$ cat src/rtl/fp_pkg.sv
// fp_pkg: shared widths and FSM state type for the FP operand alignment stage.
//   FP_EXP_W   exponent width default
//   FP_MAN_W   stored fraction width default
//   FP_ALN_W   aligned mantissa width {hidden, frac, G, R, S}
//   FP_STEP    maximum right-shift applied per SHIFT cycle
package fp_pkg;

  localparam int FP_EXP_W = 8;
  localparam int FP_MAN_W = 23;
  localparam int FP_ALN_W = FP_MAN_W + 4;
  localparam int FP_STEP  = 4;

  typedef enum logic [1:0] {
    IDLE  = 2'd0,
    CMP   = 2'd1,
    SHIFT = 2'd2,
    HOLD  = 2'd3
  } state_t;

endpackage

$ cat src/rtl/fp_sticky_shift.sv
// fp_sticky_shift: combinational logical right shift by 0..4 places. Every bit
// shifted out past bit 0 is ORed back into bit 0 of the result (sticky fold).
//   din_i   W   value to shift
//   amt_i   3   shift amount, 0..4
//   dout_o  W   shifted value with sticky in bit 0
module fp_sticky_shift #(
  parameter int W = 27
) (
  input  logic [W-1:0] din_i,
  input  logic [2:0]   amt_i,
  output logic [W-1:0] dout_o
);

  logic [W-1:0] mask;
  logic [W-1:0] shifted;
  logic         sticky;

  always_comb begin
    mask    = (W'(1) << amt_i) - W'(1);
    shifted = din_i >> amt_i;
    sticky  = |(din_i & mask);
    dout_o  = {shifted[W-1:1], shifted[0] | sticky};
  end

endmodule

$ cat src/rtl/fp_align_stage.sv
// fp_align_stage: exponent compare and mantissa alignment ahead of an FP adder.
// Captures an operand pair, picks the larger-magnitude operand, and right-shifts
// the smaller mantissa (up to 4 places per cycle, with sticky) to the common
// exponent. Results are held until the downstream adder takes them.
//   clk, rst_n             clock, async active-low reset
//   in_valid / in_ready    operand handshake (ready only when idle)
//   in_a, in_b             IEEE-754 operands {sign, exp, frac}
//   out_valid / out_ready  result handshake
//   out_exp                common (larger) effective exponent
//   out_man_l, out_man_s   larger / aligned smaller mantissa {hidden, frac, G, R, S}
//   out_sign_l             sign of the larger operand
//   out_eff_sub            sign_a ^ sign_b
//   out_special            an operand exponent is all-ones
//
// state | meaning
// IDLE  | waiting for an operand pair, in_ready high
// CMP   | compare exponents, load larger operand, choose shift path
// SHIFT | shift smaller mantissa right by up to 4 per cycle
// HOLD  | result valid, waiting for out_ready
module fp_align_stage
  import fp_pkg::*;
#(
  parameter  int EXP_W = FP_EXP_W,
  parameter  int MAN_W = FP_MAN_W,
  localparam int ALN_W = MAN_W + 4,
  localparam int OP_W  = EXP_W + MAN_W + 1
) (
  input  logic             clk,
  input  logic             rst_n,
  input  logic             in_valid,
  output logic             in_ready,
  input  logic [OP_W-1:0]  in_a,
  input  logic [OP_W-1:0]  in_b,
  output logic             out_valid,
  input  logic             out_ready,
  output logic [EXP_W-1:0] out_exp,
  output logic [ALN_W-1:0] out_man_l,
  output logic [ALN_W-1:0] out_man_s,
  output logic             out_sign_l,
  output logic             out_eff_sub,
  output logic             out_special
);

  localparam int CNT_W = $clog2(ALN_W);

  state_t             state_q, state_d;
  logic [OP_W-1:0]    a_q, a_d, b_q, b_d;
  logic [EXP_W-1:0]   exp_q, exp_d;
  logic [ALN_W-1:0]   man_l_q, man_l_d, man_s_q, man_s_d;
  logic               sign_l_q, sign_l_d, eff_sub_q, eff_sub_d, special_q, special_d;
  logic [CNT_W-1:0]   cnt_q, cnt_d;

  logic [EXP_W-1:0]   ea_raw, eb_raw, ea_eff, eb_eff, exp_l, exp_s, diff;
  logic [ALN_W-1:0]   ma, mb, man_l, man_s_raw, man_s_shifted;
  logic               a_is_l, special, far;
  logic [2:0]         step;

  // Decode of the captured operands; a zero exponent counts as exponent 1.
  assign ea_raw = a_q[OP_W-2 -: EXP_W];
  assign eb_raw = b_q[OP_W-2 -: EXP_W];
  assign ea_eff = (ea_raw == '0) ? EXP_W'(1) : ea_raw;
  assign eb_eff = (eb_raw == '0) ? EXP_W'(1) : eb_raw;
  assign ma     = {ea_raw != '0, a_q[MAN_W-1:0], 3'b000};
  assign mb     = {eb_raw != '0, b_q[MAN_W-1:0], 3'b000};

  // Ties on exponent fall to mantissa magnitude, full ties to operand a.
  assign a_is_l    = (ea_eff > eb_eff) || ((ea_eff == eb_eff) && (ma >= mb));
  assign exp_l     = a_is_l ? ea_eff : eb_eff;
  assign exp_s     = a_is_l ? eb_eff : ea_eff;
  assign man_l     = a_is_l ? ma : mb;
  assign man_s_raw = a_is_l ? mb : ma;
  assign diff      = exp_l - exp_s;
  assign special   = (&ea_raw) | (&eb_raw);
  assign far       = int'(diff) >= ALN_W;

  assign step = (cnt_q > CNT_W'(FP_STEP)) ? 3'(FP_STEP) : cnt_q[2:0];

  fp_sticky_shift #(.W(ALN_W)) u_shift (
    .din_i  (man_s_q),
    .amt_i  (step),
    .dout_o (man_s_shifted)
  );

  always_comb begin
    state_d   = state_q;
    a_d       = a_q;
    b_d       = b_q;
    exp_d     = exp_q;
    man_l_d   = man_l_q;
    man_s_d   = man_s_q;
    sign_l_d  = sign_l_q;
    eff_sub_d = eff_sub_q;
    special_d = special_q;
    cnt_d     = cnt_q;
    case (state_q)
      IDLE: begin
        if (in_valid) begin
          a_d     = in_a;
          b_d     = in_b;
          state_d = CMP;
        end
      end
      CMP: begin
        exp_d     = exp_l;
        man_l_d   = man_l;
        sign_l_d  = a_is_l ? a_q[OP_W-1] : b_q[OP_W-1];
        eff_sub_d = a_q[OP_W-1] ^ b_q[OP_W-1];
        special_d = special;
        cnt_d     = '0;
        if (special || (diff == '0)) begin
          man_s_d = man_s_raw;
          state_d = HOLD;
        end else if (far) begin
          // Everything would be shifted out; only the sticky survives.
          man_s_d = {{(ALN_W-1){1'b0}}, |man_s_raw};
          state_d = HOLD;
        end else begin
          man_s_d = man_s_raw;
          cnt_d   = CNT_W'(diff);
          state_d = SHIFT;
        end
      end
      SHIFT: begin
        man_s_d = man_s_shifted;
        cnt_d   = cnt_q - CNT_W'(step);
        if (cnt_q == CNT_W'(step)) state_d = HOLD;
      end
      HOLD: begin
        if (out_ready) state_d = IDLE;
      end
      default: state_d = IDLE;
    endcase
  end

  always_ff @(posedge clk or negedge rst_n) begin
    if (!rst_n) begin
      state_q   <= IDLE;
      a_q       <= '0;
      b_q       <= '0;
      exp_q     <= '0;
      man_l_q   <= '0;
      man_s_q   <= '0;
      sign_l_q  <= 1'b0;
      eff_sub_q <= 1'b0;
      special_q <= 1'b0;
      cnt_q     <= '0;
    end else begin
      state_q   <= state_d;
      a_q       <= a_d;
      b_q       <= b_d;
      exp_q     <= exp_d;
      man_l_q   <= man_l_d;
      man_s_q   <= man_s_d;
      sign_l_q  <= sign_l_d;
      eff_sub_q <= eff_sub_d;
      special_q <= special_d;
      cnt_q     <= cnt_d;
    end
  end

  assign in_ready    = (state_q == IDLE);
  assign out_valid   = (state_q == HOLD);
  assign out_exp     = exp_q;
  assign out_man_l   = man_l_q;
  assign out_man_s   = man_s_q;
  assign out_sign_l  = sign_l_q;
  assign out_eff_sub = eff_sub_q;
  assign out_special = special_q;

endmodule

$ cat config.mk
export PLATFORM = sky130hd
export DESIGN_NAME = fp_align_stage
export DESIGN_NICKNAME = d
export VERILOG_FILES = /design/src/rtl/fp_pkg.sv /design/src/rtl/fp_sticky_shift.sv /design/src/rtl/fp_align_stage.sv
export SDC_FILE = /design/constraint.sdc
export NUM_CORES = 1
export LEC_CHECK = 0
export BUFFER_PORTS_ARGS = -buffer_cell sky130_fd_sc_hd__buf_2
export CORE_ASPECT_RATIO = 0.7
export CORE_UTILIZATION = 30
export CTS_CLUSTER_DIAMETER = 200
export DETAILED_ROUTE_END_ITERATION = 12
export PLACE_DENSITY = 0.48
export SYNTH_ARGS = -nofsm -noshare
export SYNTH_HDL_FRONTEND = slang
export SYNTH_HIERARCHICAL = 1
export SYNTH_SLANG_ARGS = --single-unit
$ cat constraint.sdc
create_clock -name clk -period 8.2 [get_ports clk]
set_input_delay 1.23 -clock clk [delete_from_list [all_inputs] [get_ports clk]]
set_output_delay 1.23 -clock clk [all_outputs]
set_load 0.02 [all_outputs]
# ---- Word-level counts from Yosys, hierarchy flattened
# Index checks and enable logic that the tools add are counted.
dict set report op_classes {
  addsub 3
  magnitude_cmp 4
  eq_ne 8
  shift 2
  muxes 20
  bitwise_logic 4
  reduce_logical 16
}
# op count
set op_table {}
lappend op_table {{2-to-1 mux 27 bit} 4}
lappend op_table {{case mux 27 bit (2 select lines)} 1}
lappend op_table {{OR reduction 27 bit} 2}
lappend op_table {{2-to-1 mux 8 bit} 4}
lappend op_table {{bitwise AND 27 bit} 1}
lappend op_table {{>= comparator 27 bit} 1}
lappend op_table {{<< shifter 1 x 3 -> 27 bit, first input constant} 1}
lappend op_table {{>> shifter 27 x 3 -> 27 bit} 1}
lappend op_table {{subtractor 27 x 2 -> 27 bit, second input constant} 1}
lappend op_table {{zero test 8 bit} 3}
lappend op_table {{AND reduction 8 bit} 2}
lappend op_table {{nonzero test 8 bit} 2}
lappend op_table {{2-to-1 mux 5 bit} 2}
lappend op_table {{case mux 5 bit (2 select lines)} 1}
lappend op_table {{== test 8 bit} 1}
lappend op_table {{>= comparator 8 x 5 -> 1 bit, second input constant} 1}
lappend op_table {{> comparator 8 bit} 1}
lappend op_table {{case mux 2 bit (4 select lines)} 1}
lappend op_table {{subtractor 8 bit} 1}
lappend op_table {{2-to-1 mux 2 bit} 3}
lappend op_table {{== test 5 x 3 -> 1 bit} 1}
lappend op_table {{> comparator 5 x 3 -> 1 bit, second input constant} 1}
lappend op_table {{subtractor 5 x 3 -> 5 bit} 1}
lappend op_table {{== test 2 bit, second input constant} 2}
lappend op_table {{13 further kinds} 18}
dict set report word_totals {
  ff_bits 136
  in_bits 68
  output_inout_bits 67
  wordCells 67
}

# ---- Logic depth before layout (Yosys ltp)
dict set report depth {
  depth_word 11
  mapped_depth 22
  depth_no_buf 18
}

# ---- Modules after synthesis
# The synthesis kept the hierarchy.
# module n_inst cells_each area_per_inst_um2 seq_area_each_um2
set modules_own_cells {}
lappend modules_own_cells {fp_align_stage 1 801 7609.8 3328.2}
lappend modules_own_cells {fp_sticky_shift 1 152 1138.6 0.0}

# ---- Worst setup path before layout
# OpenSTA, ideal clock, no wires.
dict set report synth_path {
  path_kind {reg-to-reg}
  startpoint {register a_q[27]}
  endpoint {register man_s_q[0] (netlist: out_man_s[0])}
  setup_ns 0.082
  t_arrival_ns 4.874
  t_required_ns 8.118
  setup_slack_ns 3.244
  path_stages_with_launch 21
  path_buffers 3
  synth_period_minus_slack_ns 4.956
  path_cell_list {dfrtp_1 -> nor4_1 -> a21oi_1 -> ha_1 -> nand4b_1 -> nor4b_2 -> o221a_2 -> o211ai_2 -> buf_6 -> nand2_1 -> clkbuf_1 -> clkbuf_1 -> mux2i_1 -> ha_1 -> a211oi_1 -> nor2_1 -> or4_1 -> a41oi_2 -> a211oi_2 -> or4_1 -> a31oi_1}
}
dict set report synth_via {
  elab_chain_len 11
  word_cells_on_any_way 21
  cone_classes {add/sub (1); order compare (3); eq/ne (1); mux (7); bitwise (1); reduce/logical (8)}
}
# element line_no
set synth_lines {}
lappend synth_lines {{from (decl)} fp_align_stage.sv:47} ;# logic [OP_W-1:0] a_q, a_d, b_q, b_d;
lappend synth_lines {{from (signal assigned)} fp_align_stage.sv:138} ;# a_q <= '0;
lappend synth_lines {{from (signal assigned)} fp_align_stage.sv:149} ;# a_q <= a_d;
lappend synth_lines {{parallel branches: the longest is 9 deep, another holds >= comparator 27 bit} --}
lappend synth_lines {{2-to-1 mux 27 bit *} fp_align_stage.sv:110} ;# if (special || (diff == '0)) begin
lappend synth_lines {{case mux 27 bit (2 select lines) *} fp_align_stage.sv:95} ;# case (state_q)
lappend synth_lines {{to (signal assigned)} fp_align_stage.sv:153} ;# man_s_q <= man_s_d;
lappend synth_lines {{to (decl)} fp_align_stage.sv:49} ;# logic [ALN_W-1:0] man_l_q, man_l_d, man_s_q, man_s_d;
# Every way passes the cells marked *.
# A chain may end at the register's enable or synchronous reset.

# ---- Worst setup path after layout
dict set report layout_path {
  startpoint {register a_q[27]}
  endpoint {register man_s_q[3] (netlist: out_man_s[3])}
}
# Same word-level chain as after synthesis.

==> impl_metrics.csv <==
group,metric,value,unit
route,routed_via_density,5.14,
timing,slew_headroom,37.6,%
timing,skew,0.00977,ns
grt,overflow,0,
die,io_pins,135,
final_layout,final_common_cell,"nand2_1",
route,dr.pass1.iters,5,
synthesis,synth-seq-area-share,38.0,%
final_layout,fillers,2977,
critical_path,r2r_slack,2.20,ns
die,core-area,28200,um^2
synthesis,synthCells,953,
synthesis,synth_edf_count,0,
hold_path,hold_path_depth,1,
timing,worst_pin_slew,0.937,ns
grt,grt_pass1_vias,7005,
grt,grt_use_total,18.5,%
hold_path,hold_path.class,"reg -> reg",
cts,cts_made_buffers,17,
hold_path,worstHoldStart,"out_special$_DFFE_PN0P_",
critical_path,r2r_cells,17,
timing,min_period,6.00,ns
placed_design,portBuffers,131,
timing,rsz0062_at_grt,"no",
timing,clock.fmax,0.167,GHz
final_layout,layout.cell_area.non_filler,10300,um^2
critical_path,arrival,6.26,ns
critical_path,worst_path_max_delay_cell,"o21ai_2",
cts,cts_root_buf,"clkbuf_16",
critical_path,required,8.47,ns
synthesis,yosys_register_bits,133,
synthesis,synth_area,8750,um^2
die,initial_core_util,31.0,%
die,die_w,206,um
route,wl_per_cell,18.6,um
final_layout,layout.cells.most_common_list,"137 x nand2_1, 133 x dfrtp_1, 130 x buf_2",
cts,clkLatencyLatePin,0.42,ns
critical_path,path_max_fanout,23,
route,routed_wirelength,26700,um
critical_path,r2r_end,"out_man_s[3]$_DFFE_PN0P_",
synthesis,synth_top_area_share,38.0,%
critical_path,critPathKind,"reg -> reg",
timing,period_share,73.1,%
die,die_h,145,um
route,drtIter0Drc,636,
critical_path,cp_top_family,"compound AO/OA/AOI/OAI gates",
synthesis,synth-async-reset-ratio,100,%
critical_path,critPathLaunchType,"flip-flop",
cts,clock-sinks,133,
timing,hold_viol,0,
timing,setup-tns-final,0,ns
critical_path,worstSetupEndpointType,"flip-flop",
synthesis,synth_ff_type,"dfrtp_1",
final_layout,syn_to_final_growth,17.8,%
route,post-route-drc-count,0,
critical_path,critPathBufInv,0,
cts,cts_tree,"built",
critical_path,r2r_start,"a_q[27]$_DFFE_PN0P_",
cts,clkSlewWorstSetupHoldPaths,0.06,ns
cts,cts.repair.resized,0,
grt,grt_max_degree,72,
route,routed-via-count,7372,
placed_design,place_area,9650,um^2
status,outcome,"complete, no violations",
placed_design,dp_hpwl,19400,um
synthesis,synth_top_area_cell,"dfrtp_1",
final_layout,nets,1158,
final_layout,multiInputGateArea,4940,um^2
synthesis,yosys_warnings,6,
synthesis,synthTopCellsByArea,"dfrtp_1 38%, mux2_2 8.6%, nand2_1 6.0%",
cts,htree_levels,4,
final_layout,drive_above_1_share,26.2,%
route,drtAntennaViolNets,0,
cts,clk_path_buf_depth,2,
cts,cts_setup_buffers,0,
critical_path,cp_cell_sequence,"nor4_1 > nand3b_1 > ha_1 > nand4_1 > nor4_2 > o2111ai_1 > o211ai_2 > nand2_4 > mux2i_1 > ha_1 > a211oi_1 > nor2_1 > o31a_1 > nor4_1 > a211oi_2 > o21ai_2 > o21ai_0",
hold_path,holdPathEnd,"out_special$_DFFE_PN0P_",
flow_run,drv_cap,0,
grt,grt_antenna_before_repair,2,
placed_design,gp_congestion,0.821,
grt,grt_pass1_wl,41700,um
timing,maxSlewViolCount,0,
synthesis,post_synth_num_cell_types,78,
final_layout,ff_latch_area,3330,um^2
die,num_rows,51,
die,dieArea,29900,um^2
synthesis,synth_area_per_cell,9.18,um^2
critical_path,slowest_delay,0.68,ns
timing,finalSetupViolCount,0,
cts,ctsHoldBuffers,0,
[sequential cells by signal, indices dropped and copies added, names as in the netlist, 2 cells and up]
register   cells
a_q           32
out_exp        8
out_man_s     27
b_q           32
state_q        2
out_man_l     24
cnt_q          5
[Yosys cell counts (5+ instances only)]
master	n
nand2b_1	9
a211oi_1	7
ha_1	40
a21oi_1	76
buf_1	5
inv_1	51
nand4_1	9
a31oi_1	12
clkbuf_1	40
nor2_1	84
buf_2	10
o21ai_0	55
nand3_1	11
dfrtp_1	133
o21ai_1	16
nand2_1	139
mux4_2	18
mux2_2	67
nor2b_1	7
mux2i_1	39
nor3_1	12
nor4_1	16
[cell families (layout without fill, tap and decap cells)]
kind of cell	after synthesis	in the layout	share of synthesized area (%)
flops	133	133	38.0
compound gates	219	219	15.8
mux	126	126	18.0
fa+ha+maj	41	41	5.84
xor+xnor	4	4	0.401
buf+inv	116	223	5.81
other cells	2	6	0.0858
simple gates	312	312	16.1
[worst max-delay path by stage]
| stage | endpoint | cells past startpoint | slack, ns | start |
|---|---|---|---|---|
| floorplan | out_man_s[0]$_DFFE_PN0P_ | 20 | 3.24 | a_q[27]$_DFFE_PN0P_ |
| CTS | out_man_s[3]$_DFFE_PN0P_ | 17 | 2.19 | a_q[27]$_DFFE_PN0P_ |
| detailed placement | out_man_s[3]$_DFFE_PN0P_ | 17 | 2.20 | a_q[27]$_DFFE_PN0P_ |
| finish | out_man_s[3]$_DFFE_PN0P_ | 17 | 2.20 | a_q[27]$_DFFE_PN0P_ |
| global route | out_man_s[4]$_DFFE_PN0P_ | 18 | 1.63 | b_q[27]$_DFFE_PN0P_ |
| global placement | out_man_s[5]$_DFFE_PN0P_ | 17 | 2.37 | a_q[27]$_DFFE_PN0P_ |
[final cells by class]
class                           instances  share of cell area, %
Tap cell                              371                   4.50
Multi-Input combinational cell        707                   47.9
Clock buffer                           19                   4.39
Antenna cell                            1                 0.0243
Inverter                               51                   1.86
Sequential cell                       133                   32.3
Timing Repair Buffer                  140                   7.08
Clock inverter                         13                   1.91
[routing by layer]
metal  wire length, um  global-route usage (%)
met5                 8                       0
met4               280                    4.14
met3              1630                    3.92
met2             10400                    24.2
met1             14400                    29.9
[stage by stage]
stage	hold WS, ns	worst slack, ns	utilization [%]	instances
after floorplan	0.455	3.24	-	956
after global placement	0.489	2.37	34.2	1402
after detailed placement	0.494	2.20	34.2	1402
after CTS	0.508	2.19	36.5	1434
after global routing	0.543	1.63	36.5	1434
final	0.502	2.20	36.5	1435
Power is left out: the tool's default activity adds up to more than one toggle a clock period on the data nets, which glitch-free logic cannot reach.
